**config.mk**
```make
export PLATFORM = sky130hd
export DESIGN_NAME = qacc_requant_flat
export DESIGN_NICKNAME = d
export VERILOG_FILES = /design/src/rtl/qacc_requant_pkg.sv /design/src/rtl/qacc_requant_if.sv /design/src/rtl/qacc_requant_qround_sat.sv /design/src/rtl/qacc_requant.sv /design/src/flat_wrapper.sv
export SDC_FILE = /design/constraint.sdc
export NUM_CORES = 1
export LEC_CHECK = 0
export ABC_AREA = 1
export CORE_MARGIN = 5
export CORE_UTILIZATION = 35
export DETAILED_ROUTE_END_ITERATION = 12
export GPL_ROUTABILITY_DRIVEN = 0
export PLACE_DENSITY = 0.49
export SLEW_MARGIN = 20
export SYNTH_ARGS = -nofsm -noshare
export SYNTH_HDL_FRONTEND = slang
export SYNTH_SLANG_ARGS = --single-unit
```
**constraint.sdc**
```tcl
create_clock -name clk -period 5.4 [get_ports clk]
set_input_delay 1.62 -clock clk [delete_from_list [all_inputs] [get_ports clk]]
set_output_delay 1.62 -clock clk [all_outputs]
set_load 0.02 [all_outputs]
```
**src/rtl/qacc_requant_pkg.sv**
```systemverilog
// Shared types and helpers for the accumulate/requantise stage: FSM state encoding
// and activation range limits.
package qacc_requant_pkg;

  typedef enum logic [2:0] {
    S_IDLE,
    S_ACC,
    S_BIAS,
    S_REQ,
    S_OUT
  } state_t;

  localparam int N_DEF   = 8;
  localparam int ACT_MAX = (1 << (N_DEF - 1)) - 1;
  localparam int ACT_MIN = -(1 << (N_DEF - 1));

  function automatic longint act_max(int n);
    return (longint'(1) << (n - 1)) - 1;
  endfunction

  function automatic longint act_min(int n);
    return -(longint'(1) << (n - 1));
  endfunction

endpackage

```
**src/rtl/qacc_requant_if.sv**
```systemverilog
// Neuron control, product stream and activation result bundle between the
// multiplier side (master) and the accumulate/requantise stage (slave).
interface qacc_requant_if #(
  parameter int N       = 8,
  parameter int LEN_MAX = 16,
  parameter int SH_W    = 5
);
  localparam int LW = $clog2(LEN_MAX + 1);

  logic                  start;
  logic [LW-1:0]         len_din;
  logic signed [2*N-1:0] bias_din;
  logic [SH_W-1:0]       shift_din;
  logic                  relu_en;
  logic signed [2*N-1:0] product_din;
  logic                  product_vld;
  logic                  busy;
  logic signed [N-1:0]   act_dout;
  logic                  act_dout_vld;
  logic                  sat_flag;
  logic                  stray;

  modport master (
    output start, len_din, bias_din, shift_din, relu_en, product_din, product_vld,
    input  busy, act_dout, act_dout_vld, sat_flag, stray
  );

  modport slave (
    input  start, len_din, bias_din, shift_din, relu_en, product_din, product_vld,
    output busy, act_dout, act_dout_vld, sat_flag, stray
  );

endinterface

```
**src/rtl/qacc_requant_qround_sat.sv**
```systemverilog
// Combinational requantiser: round-half-up arithmetic right shift, optional ReLU,
// then saturation of the wide accumulator to a signed N-bit activation.
module qround_sat
  import qacc_requant_pkg::*;
#(
  parameter int N     = 8,
  parameter int ACC_W = 32,
  parameter int SH_W  = 5
) (
  input  logic signed [ACC_W-1:0] acc,
  input  logic [SH_W-1:0]         shift,
  input  logic                    relu_en,
  output logic signed [N-1:0]     act,
  output logic                    sat
);

  localparam logic signed [ACC_W-1:0] HI = ACC_W'(act_max(N));
  localparam logic signed [ACC_W-1:0] LO = ACC_W'(act_min(N));

  logic signed [ACC_W-1:0] half;
  logic signed [ACC_W-1:0] r;

  always_comb begin
    half = '0;
    if (shift != '0) begin
      half = ACC_W'(1) << (shift - 1'b1);
    end
    r = (acc + half) >>> shift;
    // ReLU runs before the clip so a clamped negative never counts as saturation
    if (relu_en && (r < 0)) begin
      r = '0;
    end
    sat = 1'b0;
    act = r[N-1:0];
    if (r > HI) begin
      act = HI[N-1:0];
      sat = 1'b1;
    end else if (r < LO) begin
      act = LO[N-1:0];
      sat = 1'b1;
    end
  end

endmodule

```
**src/rtl/qacc_requant.sv**
```systemverilog
// Per-neuron accumulator: sums LEN signed products, adds bias, requantises to an
// N-bit activation and pulses it out once per accepted start.
module qacc_requant
  import qacc_requant_pkg::*;
#(
  parameter int N       = 8,
  parameter int LEN_MAX = 16,
  parameter int ACC_W   = 32,
  parameter int SH_W    = 5
) (
  input  logic          clk,
  input  logic          rst,
  qacc_requant_if.slave bus
);

  localparam int LW = $clog2(LEN_MAX + 1);

  if (ACC_W < 2*N + LW + 1) begin : g_acc_w_check
    $error("qacc_requant: ACC_W too small for N and LEN_MAX");
  end

  state_t                  state_reg, state_next;
  logic signed [ACC_W-1:0] acc_reg, acc_next;
  logic [LW-1:0]           cnt_reg, cnt_next;
  logic [LW-1:0]           len_reg, len_next;
  logic signed [2*N-1:0]   bias_reg, bias_next;
  logic [SH_W-1:0]         shift_reg, shift_next;
  logic                    relu_reg, relu_next;
  logic signed [N-1:0]     act_reg, act_next;
  logic                    sat_reg, sat_next;
  logic                    stray_reg, stray_next;

  logic signed [N-1:0]     rs_act;
  logic                    rs_sat;
  logic signed [ACC_W-1:0] product_ext;
  logic signed [ACC_W-1:0] bias_ext;

  assign product_ext = {{(ACC_W-2*N){bus.product_din[2*N-1]}}, bus.product_din};
  assign bias_ext    = {{(ACC_W-2*N){bias_reg[2*N-1]}}, bias_reg};

  qround_sat #(
    .N     (N),
    .ACC_W (ACC_W),
    .SH_W  (SH_W)
  ) u_qround_sat (
    .acc     (acc_reg),
    .shift   (shift_reg),
    .relu_en (relu_reg),
    .act     (rs_act),
    .sat     (rs_sat)
  );

  always_ff @(posedge clk) begin
    if (rst) begin
      state_reg <= S_IDLE;
      acc_reg   <= '0;
      cnt_reg   <= '0;
      len_reg   <= '0;
      bias_reg  <= '0;
      shift_reg <= '0;
      relu_reg  <= 1'b0;
      act_reg   <= '0;
      sat_reg   <= 1'b0;
      stray_reg <= 1'b0;
    end else begin
      state_reg <= state_next;
      acc_reg   <= acc_next;
      cnt_reg   <= cnt_next;
      len_reg   <= len_next;
      bias_reg  <= bias_next;
      shift_reg <= shift_next;
      relu_reg  <= relu_next;
      act_reg   <= act_next;
      sat_reg   <= sat_next;
      stray_reg <= stray_next;
    end
  end

  always_comb begin
    state_next = state_reg;
    acc_next   = acc_reg;
    cnt_next   = cnt_reg;
    len_next   = len_reg;
    bias_next  = bias_reg;
    shift_next = shift_reg;
    relu_next  = relu_reg;
    act_next   = act_reg;
    sat_next   = sat_reg;
    stray_next = stray_reg;

    // A product outside ACC is dropped; the start cycle itself is exempt
    if (bus.product_vld && (state_reg != S_ACC) &&
        !((state_reg == S_IDLE) && bus.start)) begin
      stray_next = 1'b1;
    end

    case (state_reg)
      S_IDLE: begin
        if (bus.start) begin
          len_next   = bus.len_din;
          bias_next  = bus.bias_din;
          shift_next = bus.shift_din;
          relu_next  = bus.relu_en;
          acc_next   = '0;
          cnt_next   = '0;
          stray_next = 1'b0;
          state_next = (bus.len_din == '0) ? S_BIAS : S_ACC;
        end
      end
      S_ACC: begin
        if (bus.product_vld) begin
          acc_next = acc_reg + product_ext;
          cnt_next = cnt_reg + 1'b1;
          if (cnt_reg == len_reg - 1'b1) begin
            state_next = S_BIAS;
          end
        end
      end
      S_BIAS: begin
        acc_next   = acc_reg + bias_ext;
        state_next = S_REQ;
      end
      S_REQ: begin
        act_next   = rs_act;
        sat_next   = rs_sat;
        state_next = S_OUT;
      end
      S_OUT: begin
        state_next = S_IDLE;
      end
      default: begin
        state_next = S_IDLE;
      end
    endcase
  end

  assign bus.busy         = (state_reg != S_IDLE);
  assign bus.act_dout_vld = (state_reg == S_OUT);
  assign bus.act_dout     = act_reg;
  assign bus.sat_flag     = sat_reg;
  assign bus.stray        = stray_reg;

endmodule

```
**src/flat_wrapper.sv**
```systemverilog
// flat-port wrapper written by rule: the top's interface ports become plain ports
module qacc_requant_flat import qacc_requant_pkg::*;
#(
  parameter int N       = 8,
  parameter int LEN_MAX = 16,
  parameter int ACC_W   = 32,
  parameter int SH_W    = 5
)
  (clk, rst, bus_start, bus_len_din, bus_bias_din, bus_shift_din, bus_relu_en, bus_product_din, bus_product_vld, bus_busy, bus_act_dout, bus_act_dout_vld, bus_sat_flag, bus_stray);
  qacc_requant_if #(.N(N), .LEN_MAX(LEN_MAX), .SH_W(SH_W)) bus_i ();
  input  logic clk;
  input  logic rst;
  input wire logic [$bits(bus_i.start)-1:0] bus_start;
  input wire logic [$bits(bus_i.len_din)-1:0] bus_len_din;
  input wire logic [$bits(bus_i.bias_din)-1:0] bus_bias_din;
  input wire logic [$bits(bus_i.shift_din)-1:0] bus_shift_din;
  input wire logic [$bits(bus_i.relu_en)-1:0] bus_relu_en;
  input wire logic [$bits(bus_i.product_din)-1:0] bus_product_din;
  input wire logic [$bits(bus_i.product_vld)-1:0] bus_product_vld;
  output wire logic [$bits(bus_i.busy)-1:0] bus_busy;
  output wire logic [$bits(bus_i.act_dout)-1:0] bus_act_dout;
  output wire logic [$bits(bus_i.act_dout_vld)-1:0] bus_act_dout_vld;
  output wire logic [$bits(bus_i.sat_flag)-1:0] bus_sat_flag;
  output wire logic [$bits(bus_i.stray)-1:0] bus_stray;
  assign bus_i.start = bus_start;
  assign bus_i.len_din = bus_len_din;
  assign bus_i.bias_din = bus_bias_din;
  assign bus_i.shift_din = bus_shift_din;
  assign bus_i.relu_en = bus_relu_en;
  assign bus_i.product_din = bus_product_din;
  assign bus_i.product_vld = bus_product_vld;
  assign bus_busy = bus_i.busy;
  assign bus_act_dout = bus_i.act_dout;
  assign bus_act_dout_vld = bus_i.act_dout_vld;
  assign bus_sat_flag = bus_i.sat_flag;
  assign bus_stray = bus_i.stray;
  qacc_requant #(.N(N), .LEN_MAX(LEN_MAX), .ACC_W(ACC_W), .SH_W(SH_W)) u_core (.clk(clk), .rst(rst), .bus(bus_i));
endmodule
```
==> results of run 1 <==
## power by group
part           switching (mW)  internal [mW]  total (mW)
clock                   0.248          0.355       0.604
combinational           0.902          0.463        1.37
sequential             0.0598          0.630       0.690
## final timing paths
path / to / cells past startpoint / startpoint
setup / recovery: u_core.acc_reg[26] / 23 / bus_product_din[3]
hold / removal: u_core.bias_reg[9] / 2 / u_core.bias_reg[9]
setup reg to reg: u_core.bus.act_dout[1] / 30 / u_core.shift_reg[3]
hold reg to reg: u_core.bias_reg[9] / 2 / u_core.bias_reg[9]
## cells by family (layout without fill, tap and decap cells)
group                      Yosys count  count (layout)
and+or+nand+nor                   1031            1031
buffers and inverters              308             334
DFF                                 77              77
AOI/OAI and AO/OA                  269             269
xor gates and xnor gates            18              18
adders and majority gates           66              66
## cell usage after synthesis, types with 3 or more instances
cell type and count:
a21oi_1 115, buf_1 9, o21ai_1 5, buf_4 3, xnor2_1 6, nor2_2 10
dfxtp_1 77, nand2_4 4, nor2_1 117, inv_2 11, o21bai_1 3, nor2_4 4
nand2_1 555, o21ai_0 86, o211ai_1 9, clkbuf_1 29, xor2_1 12, inv_1 226
or2_2 6, buf_2 21, nand3_2 18, clkinv_1 7, o221ai_1 3, nand3_1 250
o22ai_1 4, ha_1 64, a21boi_0 14, a31oi_1 8, nand3b_1 3, nand4_1 12
nand2_2 29, nor3_1 14, a21oi_2 8
## through the flow
step	setup WS [ps]	cell area [um^2]
finish	713.4	11030
detailed placement	376.8	10750
global route	236.4	11030
CTS	728.3	11030
floorplan	1142	9851
global placement	384.7	10750
## cell type report
class,count,area share
clock buffers,9,0.02041
clock inverters,6,0.005670
inverters,245,0.08358
multi-input cells,1384,0.6442
flip-flops and latches,77,0.1397
well taps,378,0.04287
repair buffers,74,0.06351
## cells in the final DEF, fill, tap and decap left out, types with 3 or more instances in the layout
master | Yosys | routed
o22ai_1 | 4 | 4
dfxtp_1 | 77 | 77
o211ai_1 | 9 | 9
inv_2 | 11 | 12
o221ai_1 | 3 | 3
ha_1 | 64 | 64
clkdlybuf4s50_1 | 0 | 58
buf_4 | 3 | 16
a21oi_2 | 8 | 8
nand3b_1 | 3 | 3
clkinv_1 | 7 | 7
a31oi_1 | 8 | 8
nor3_1 | 14 | 14
nor2_2 | 10 | 11
nand3_1 | 250 | 250
nand4_1 | 12 | 12
nand2_2 | 29 | 29
clkbuf_16 | 0 | 9
a21oi_1 | 115 | 115
o21ai_1 | 5 | 6
nor2_4 | 4 | 4
o21bai_1 | 3 | 3
inv_1 | 226 | 225
or2_2 | 6 | 6
a21boi_0 | 14 | 14
o21ai_0 | 86 | 85
nand3_2 | 18 | 18
clkinv_2 | 0 | 3
xnor2_1 | 6 | 6
nand2_4 | 4 | 4
nor2_1 | 117 | 116
nand2_1 | 555 | 555
xor2_1 | 12 | 12
## worst max-delay path: stages
cell and delay, ps:
clkdlybuf4s50_1 460, nand2_1 50, o21ai_0 110, ha_1 340, a21oi_1 250, o21ai_0 110
a21oi_1 200, nor2_1 80, o21ai_1 130, nand2_1 90, nand2_1 60, nand2_1 70
inv_1 70, o21ai_2 70, a21oi_1 180, inv_1 100, nand2_1 60, nand2_1 90
a21oi_1 270, o21ai_0 150, or2_1 220, nand3_1 70, a21oi_1 60
## metal layers
metal | vias up | global-route usage
met4 | 0 | 0.04995
met2 | 241 | 0.3536
met1 | 4941 | 0.3046
li1 | 5779 | -
met3 | 43 | 0.01747
met5 | - | 0
==> results.sh, run 1 <==
export IMPL_dp_hpwl_um=27740
export IMPL_htreeDepth=3
export IMPL_maxSlewViolCount=0
export IMPL_synth_top_family_by_area="simple AND/OR/NAND/NOR gates"
export IMPL_synth_simple_area_share=0.4665
export IMPL_synth_area_leader_cell="nand2_1"
export IMPL_fmax_ghz=0.2134
export IMPL_path_clk_slew_ps=60
export IMPL_register_area_um2=1541
export IMPL_grt_pass1_vias=10430
export IMPL_multi_input_area_um2=7108
export IMPL_layout_nets=1904
export IMPL_synth_top_area_share=0.2115
export IMPL_critPathMaxFanout=5
export IMPL_area_delta_synth_final_pct=12.00
export IMPL_wire_per_inst_um=15.49
export IMPL_min_path_type="reg -> reg"
export IMPL_hold_ws_ps=445.6
export IMPL_p_total_mw=2.659
export IMPL_routed_wl_met3_um=1243
export IMPL_muxShareOfSynthArea=0
export IMPL_final_antenna_net_count=0
export IMPL_synth_compound_area_frac=0.1534
export IMPL_cts_sink_count=77
export IMPL_start_kind="primary input"
export IMPL_root_buffer="clkbuf_16"
export IMPL_timing_slew_headroom=0.3570
export IMPL_synth_nets=1882
export IMPL_async_flop_share=0
export IMPL_worst_ep_required_time_ps=5610
export IMPL_worst_setup_path_end_kind="flop"
export IMPL_ios=59
export IMPL_layout_drive_gt1_share=0.07242
export IMPL_vias_per_cell=5.064
export IMPL_routed_top_layer="met4"
export IMPL_max_cap_viol_count=0
export IMPL_die_x_um=177.8
export IMPL_synth_cells=1769
export IMPL_post_route_min_period_ps=4687
export IMPL_synth_area_um2=9851
export IMPL_wl_met1_um=16590
export IMPL_final_hold_violation_count=0
export IMPL_yosysSeqAreaShare=0.1565
export IMPL_final_cells=2173
export IMPL_clockBufferDepth=2
export IMPL_route_vias_total=11000
export IMPL_crit_type="in -> reg"
export IMPL_clock_skew_final_ps=11.03
export IMPL_diodes=0
export IMPL_io_buffers=58
export IMPL_largest_register_ffs=32
export IMPL_setup_violations=0
export IMPL_p_leak_nw=5.697
export IMPL_synthFlopType="dfxtp_1"
export IMPL_ir_drop_uv=216.0
export IMPL_overflow=0
export IMPL_dr_wl_met2_um=15200
export IMPL_ctsHoldBuffers=0
export IMPL_avgSynthCellArea_um2=5.569
export IMPL_ys_types=55
export IMPL_regToRegSetupSlack_ps=770
export IMPL_die_area_um2=31600
export IMPL_num_rows=61
export IMPL_status="finished, final reports clean"
export IMPL_die_y_um=177.8
export IMPL_yosysWarnings=0
export IMPL_synthXorXnorAreaFrac=0.01600
export IMPL_drt_iter0_markers=826
export IMPL_grt_pass1_wl_um=54470
export IMPL_synthAdderAreaFrac=0.08536
export IMPL_grt_usage=0.2146
export IMPL_synth_area_leaders="nand2_1, dfxtp_1, nand3_1"
export IMPL_dpl_cell_count=2158
export IMPL_grt_max_degree=56
export IMPL_finalCritPeriodShare=0.8679
export IMPL_worst_pin_slew_ps=963.5
export IMPL_power_density_nw_per_um2=241.0
export IMPL_tns_ps=0
export IMPL_drt_wl_total_um=33660
export IMPL_synth_edff_count=0
export IMPL_cts_buffers_inserted=9
export IMPL_post_cts_resize_count=0
export IMPL_cts_tree="built"
export IMPL_initial_core_util=0.3546
export IMPL_worstPathArrival_ps=4900
export IMPL_coreArea_um2=27780
export IMPL_utilization=0.3971
export IMPL_nFillCells=3196
export IMPL_synth_ff_latch_count=77
export IMPL_clock_latency_ps=340
export IMPL_rsz0062_at_grt="no"
export IMPL_antenna_found_initial=0
export IMPL_drc=0
export IMPL_cts_setup_buffers=0
export IMPL_drt_pre_antenna_iters=6
Power figures use the tool's default switching activity.
==> run 2, diff against run 1 <==
- CORE_UTILIZATION: 35 -> 50
- CTS_BUF_LIST: unset -> sky130_fd_sc_hd__clkbuf_8
- DONT_BUFFER_PORTS: unset -> 1
- PLACE_DENSITY: 0.49 -> 0.62
==> run 2 against run 1 <==
- routed wire length is 10% lower
- sequential share of layout area up 1.1 points
- worst setup slack improved by 160 ps
- via count is 0.71% lower
- total power down 10%
- die area down 28%
- global-route usage increased by 5.6 points
- register-to-register slack gained 110 ps
- critical path type is now reg -> reg
- largest cell class unchanged
- largest power group unchanged
==> results.sh, run 2 (synthesis gave the netlist of run 1 again) <==
export IMPL_status="finished, final reports clean"
export IMPL_grt_met2_usage=0.4313
export IMPL_fmax_ghz=0.2211
export IMPL_min_path_type="reg -> reg"
export IMPL_layout_commonest_cell="nand2_1"
export IMPL_vias_per_cell=5.460
export IMPL_die_x_um=150.4
export IMPL_reg2reg_from="u_core.shift_reg[0]"
export IMPL_layout_drive_gt1_share=0.07373
export IMPL_rsz0062_at_grt="no"
export IMPL_path_clk_slew_ps=90
export IMPL_worstPathArrival_ps=4840
export IMPL_met3_usage=0.02920
export IMPL_tns_ps=0
export IMPL_grt_pass1_vias=10000
export IMPL_grtUsageMet1=0.3785
export IMPL_max_cap_viol_count=0
export IMPL_regToRegSetupSlack_ps=880
export IMPL_final_antenna_net_count=0
export IMPL_route_vias_total=10930
export IMPL_ctsHoldBuffers=0
export IMPL_crit_path_end="u_core.bus.act_dout[1]"
export IMPL_cts_sink_count=77
export IMPL_p_leak_nw=5.407
export IMPL_cp_common_cell="nand2_1"
export IMPL_clock_skew_final_ps=13.19
export IMPL_timing_slew_headroom=0.3329
export IMPL_dpl_cell_count=1985
export IMPL_grt_pass1_wl_um=49520
export IMPL_root_buffer="clkbuf_8"
export IMPL_drt_iter0_markers=874
export IMPL_start_kind="flop"
export IMPL_clock_latency_ps=370
export IMPL_worst_pin_slew_ps=994.5
export IMPL_cts_buffers_inserted=9
export IMPL_ios=59
export IMPL_grt_max_degree=46
export IMPL_crit_start="u_core.shift_reg[0]"
export IMPL_worst_ep_required_time_ps=5720
export IMPL_ir_drop_uv=218.9
export IMPL_drc=0
export IMPL_clockBufferDepth=2
export IMPL_drt_pre_antenna_iters=8
export IMPL_final_hold_violation_count=0
export IMPL_cts_tree="built"
export IMPL_finalCritPeriodShare=0.8374
export IMPL_final_cells=2001
export IMPL_grt_usage=0.2709
export IMPL_htreeDepth=3
export IMPL_area_delta_synth_final_pct=3.493
export IMPL_post_cts_resize_count=0
export IMPL_crit_type="reg -> reg"
export IMPL_largest_register_ffs=32
export IMPL_maxSlewViolCount=0
export IMPL_coreArea_um2=19460
export IMPL_busiest_layer="met2"
export IMPL_antenna_found_initial=0
export IMPL_power_density_nw_per_um2=234.3
export IMPL_regToRegEndpoint="u_core.bus.act_dout[1]"
export IMPL_initial_core_util=0.5061
export IMPL_slowest_delay_ps=370
export IMPL_layout_common_cells="nand2_1, nand3_1, inv_1"
export IMPL_num_rows=51
export IMPL_diodes=0
export IMPL_critPathMaxFanout=8
export IMPL_dp_hpwl_um=24650
export IMPL_rr_worst_depth=35
export IMPL_drt_wl_total_um=30210
export IMPL_die_area_um2=22610
export IMPL_io_buffers=0
export IMPL_post_route_min_period_ps=4522
export IMPL_die_y_um=150.4
export IMPL_wire_per_inst_um=15.10
export IMPL_layout_nets=1844
export IMPL_setup_violations=0
export IMPL_overflow=0
export IMPL_hold_ws_ps=453.1
export IMPL_worst_setup_path_end_kind="flop"
export IMPL_cp_slowest_cell="ha_1"
export IMPL_cts_setup_buffers=0
## run 2: area by class of cell
type	instances	area, um^2
Fill cell	2144	9268
Clock inverter	7	57.56
Multi-Input combinational cell	1384	7113
Sequential cell	77	1541
Timing Repair Buffer	14	105.1
Clock buffer	9	123.9
Inverter	245	922.1
Tap cell	265	331.6
## run 2: power by group
| part | internal [mW] | switching (mW) |
|---|---|---|
| clock network | 0.172 | 0.241 |
| logic | 0.423 | 0.860 |
| registers | 0.629 | 0.0631 |
## run 2: worst min-delay path by stage
stage	startpoint	end	slack (ps)	cells after the start
detailed placement	u_core.bias_reg[5]	u_core.bias_reg[5]	440	2
CTS	u_core.bias_reg[5]	u_core.bias_reg[5]	450	2
finish	u_core.bias_reg[3]	u_core.bias_reg[3]	450	2
global placement	u_core.bias_reg[7]	u_core.bias_reg[7]	430	2
global route	u_core.bias_reg[2]	u_core.bias_reg[2]	480	2
floorplan	u_core.bias_reg[0]	u_core.bias_reg[0]	420	2
## run 2: critical path: cells and delay by family (launching register included)
family          cells  cell delay, ps
flops               1             330
buf+inv             7             510
simple gates       26            2910
compound gates      1             340
fa+ha+maj           1             370
## run 2: stage by stage
| stage | power, mW | setup WS [ps] | instance area, um^2 | util |
|---|---|---|---|---|
| 2_1_floorplan | 1.685 | 1142 | 9851 | - |
| 3_3_place_gp | 1.972 | 849.4 | 10010 | 0.5142 |
| 3_5_place_dp | 1.969 | 814.9 | 10010 | 0.5142 |
| 4_1_cts | 2.390 | 919.5 | 10190 | 0.5236 |
| 5_1_grt | 2.614 | 258.5 | 10190 | 0.5238 |
| 6_report | 2.389 | 877.9 | 10190 | 0.5238 |
## run 2: layer usage
metal / part of all wire / up-vias
met1: 0.47 / 4874
met4: 0.034 / 0
met5: 0 / -
met2: 0.44 / 326
li1: - / 5665
met3: 0.048 / 61
==> run 3, diff against run 2 <==
- PLACE_DENSITY: 0.62 -> 0.65
- clock period: 5.4 -> 3.9 ns (I/O delays scaled with it)
==> run 3 against run 2 <==
- the run now ends with setup timing left
- core utilization increased by 10 points
- cell count rose by 6.7%
- clock-buffer cell count increased by 1
- critical endpoint is now u_core.bus.act_dout[3]
==> results.sh, run 3 (synthesis gave the netlist of run 1 again) <==
export IMPL_root_buffer="clkbuf_8"
export IMPL_io_buffers=0
export IMPL_area_delta_synth_final_pct=23.74
export IMPL_worst_pin_slew_ps=872.3
export IMPL_num_rows=51
export IMPL_cts_buffers_inserted=9
export IMPL_layout_commonest_cell="nand2_1"
export IMPL_crit_type="reg -> reg"
export IMPL_dp_hpwl_um=25210
export IMPL_grt_max_degree=46
export IMPL_dpl_cell_count=2103
export IMPL_regToRegEndpoint="u_core.bus.act_dout[3]"
export IMPL_drt_wl_total_um=32420
export IMPL_layout_drive_gt1_share=0.2320
export IMPL_grt_pass1_wl_um=52750
export IMPL_drt_pre_antenna_iters=6
export IMPL_finalCritPeriodShare=1.052
export IMPL_reg2reg_from="u_core.shift_reg[0]"
export IMPL_tns_ps=-1433
export IMPL_overflow=0
export IMPL_diodes=0
export IMPL_clockBufferDepth=2
export IMPL_grt_pass1_vias=10880
export IMPL_setup_violations=8
export IMPL_wire_per_inst_um=15.18
export IMPL_min_path_type="reg -> reg"
export IMPL_worst_ep_required_time_ps=4190
export IMPL_largest_register_ffs=32
export IMPL_die_x_um=150.4
export IMPL_layout_common_cells="nand2_1, inv_1, nand3_1"
export IMPL_register_area_um2=1549
export IMPL_regToRegSetupSlack_ps=-200
export IMPL_setup_ws_ps=-202.3
export IMPL_critPathMaxFanout=7
export IMPL_p_leak_nw=6.353
export IMPL_post_route_min_period_ps=4102
export IMPL_slowest_delay_ps=380
export IMPL_p_total_mw=3.887
export IMPL_ir_drop_uv=243.7
export IMPL_critPathBufInv=5
export IMPL_start_kind="flop"
export IMPL_htreeDepth=3
export IMPL_fmax_ghz=0.2438
export IMPL_maxSlewViolCount=0
export IMPL_max_cap_viol_count=0
export IMPL_final_antenna_net_count=0
export IMPL_cts_sink_count=77
export IMPL_multi_input_area_um2=7971
export IMPL_path_clk_slew_ps=90
export IMPL_whs_endpoint="u_core.bias_reg[11]"
export IMPL_clock_latency_ps=380
export IMPL_initial_core_util=0.5061
export IMPL_violations="setup timing"
export IMPL_utilization=0.6263
export IMPL_nFillCells=1862
export IMPL_grt_usage=0.2857
export IMPL_drc=0
export IMPL_timing_slew_headroom=0.4163
export IMPL_status="complete, but fails checks"
export IMPL_power_density_nw_per_um2=318.9
export IMPL_worst_setup_path_end_kind="flop"
export IMPL_route_vias_total=11760
export IMPL_cts_tree="built"
export IMPL_whs_path_depth=2
export IMPL_min_delay_start="u_core.bias_reg[11]"
export IMPL_ios=59
export IMPL_layout_nets=1979
export IMPL_worstPathArrival_ps=4390
export IMPL_rr_worst_depth=33
export IMPL_die_y_um=150.4
export IMPL_final_hold_violation_count=0
export IMPL_cp_common_cell="nand2_1"
export IMPL_path_delay_family="simple AND/OR/NAND/NOR gates"
export IMPL_vias_per_cell=5.507
export IMPL_coreArea_um2=19460
export IMPL_die_area_um2=22610
export IMPL_place_ws_ps=-323.6
export IMPL_final_cells=2136
export IMPL_cp_slowest_cell="ha_1"
export IMPL_drt_iter0_markers=955
export IMPL_rsz0062_at_grt="yes"
export IMPL_antenna_found_initial=0
export IMPL_clock_skew_final_ps=11.58
## run 3: layout make-up
type	count	share of cell area
Multi-Input combinational cell	1384	0.6540
Sequential cell	77	0.1271
Timing Repair Buffer	149	0.09649
Inverter	245	0.07616
Tap cell	265	0.02720
Clock buffer	10	0.01129
Clock inverter	6	0.007801
## run 3: layer usage
layer / global-route usage / part of all wire
met5: 0 / 0
met4: 0.1061 / 0.032
met3: 0.03582 / 0.069
met2: 0.4566 / 0.45
met1: 0.3936 / 0.45
## run 3: stage by stage
stage / hold slack, ps / area [um^2]
floorplan: 424.5 / 9915
global placement: 431.3 / 10920
detailed placement: 438.5 / 10920
CTS: 451.3 / 11800
global route: 471.4 / 12190
finish: 447.4 / 12190
## run 3: worst reg2reg max path, delay by kind of cell, from the launching register on
family	cells	cell delay (ps)
buffers and inverters	5	580
adder cells (fa/ha/maj)	1	380
flip-flops	1	370
AND/OR/NAND/NOR	25	2280
AO/OA/AOI/OAI	2	410
## run 3: how the worst max path moves through the flow
stage / from / to / slack [ps] / cells past startpoint
floorplan: u_core.shift_reg[0] / u_core.bus.act_dout[0] / 9 / 36
global placement: u_core.shift_reg[0] / u_core.bus.act_dout[6] / -260 / 35
detailed placement: u_core.shift_reg[0] / u_core.bus.act_dout[3] / -320 / 35
CTS: u_core.shift_reg[0] / u_core.bus.act_dout[3] / -20 / 34
global route: u_core.shift_reg[1] / u_core.bus.act_dout[4] / -480 / 35
finish: u_core.shift_reg[0] / u_core.bus.act_dout[3] / -200 / 33
## run 3: what timing repair did
item	in CTS	in global routing
setup endpoints to repair	8	19
pin swaps	45	38
cloned	0	1
buffers inserted	8	8
gates resized for setup	138	77
hold buffers	0	0
## run 3: report_power, final
part	switching, mW	internal, mW	total, mW
clock network	0.337	0.383	0.720
logic	1.36	0.849	2.21
registers	0.0894	0.872	0.961
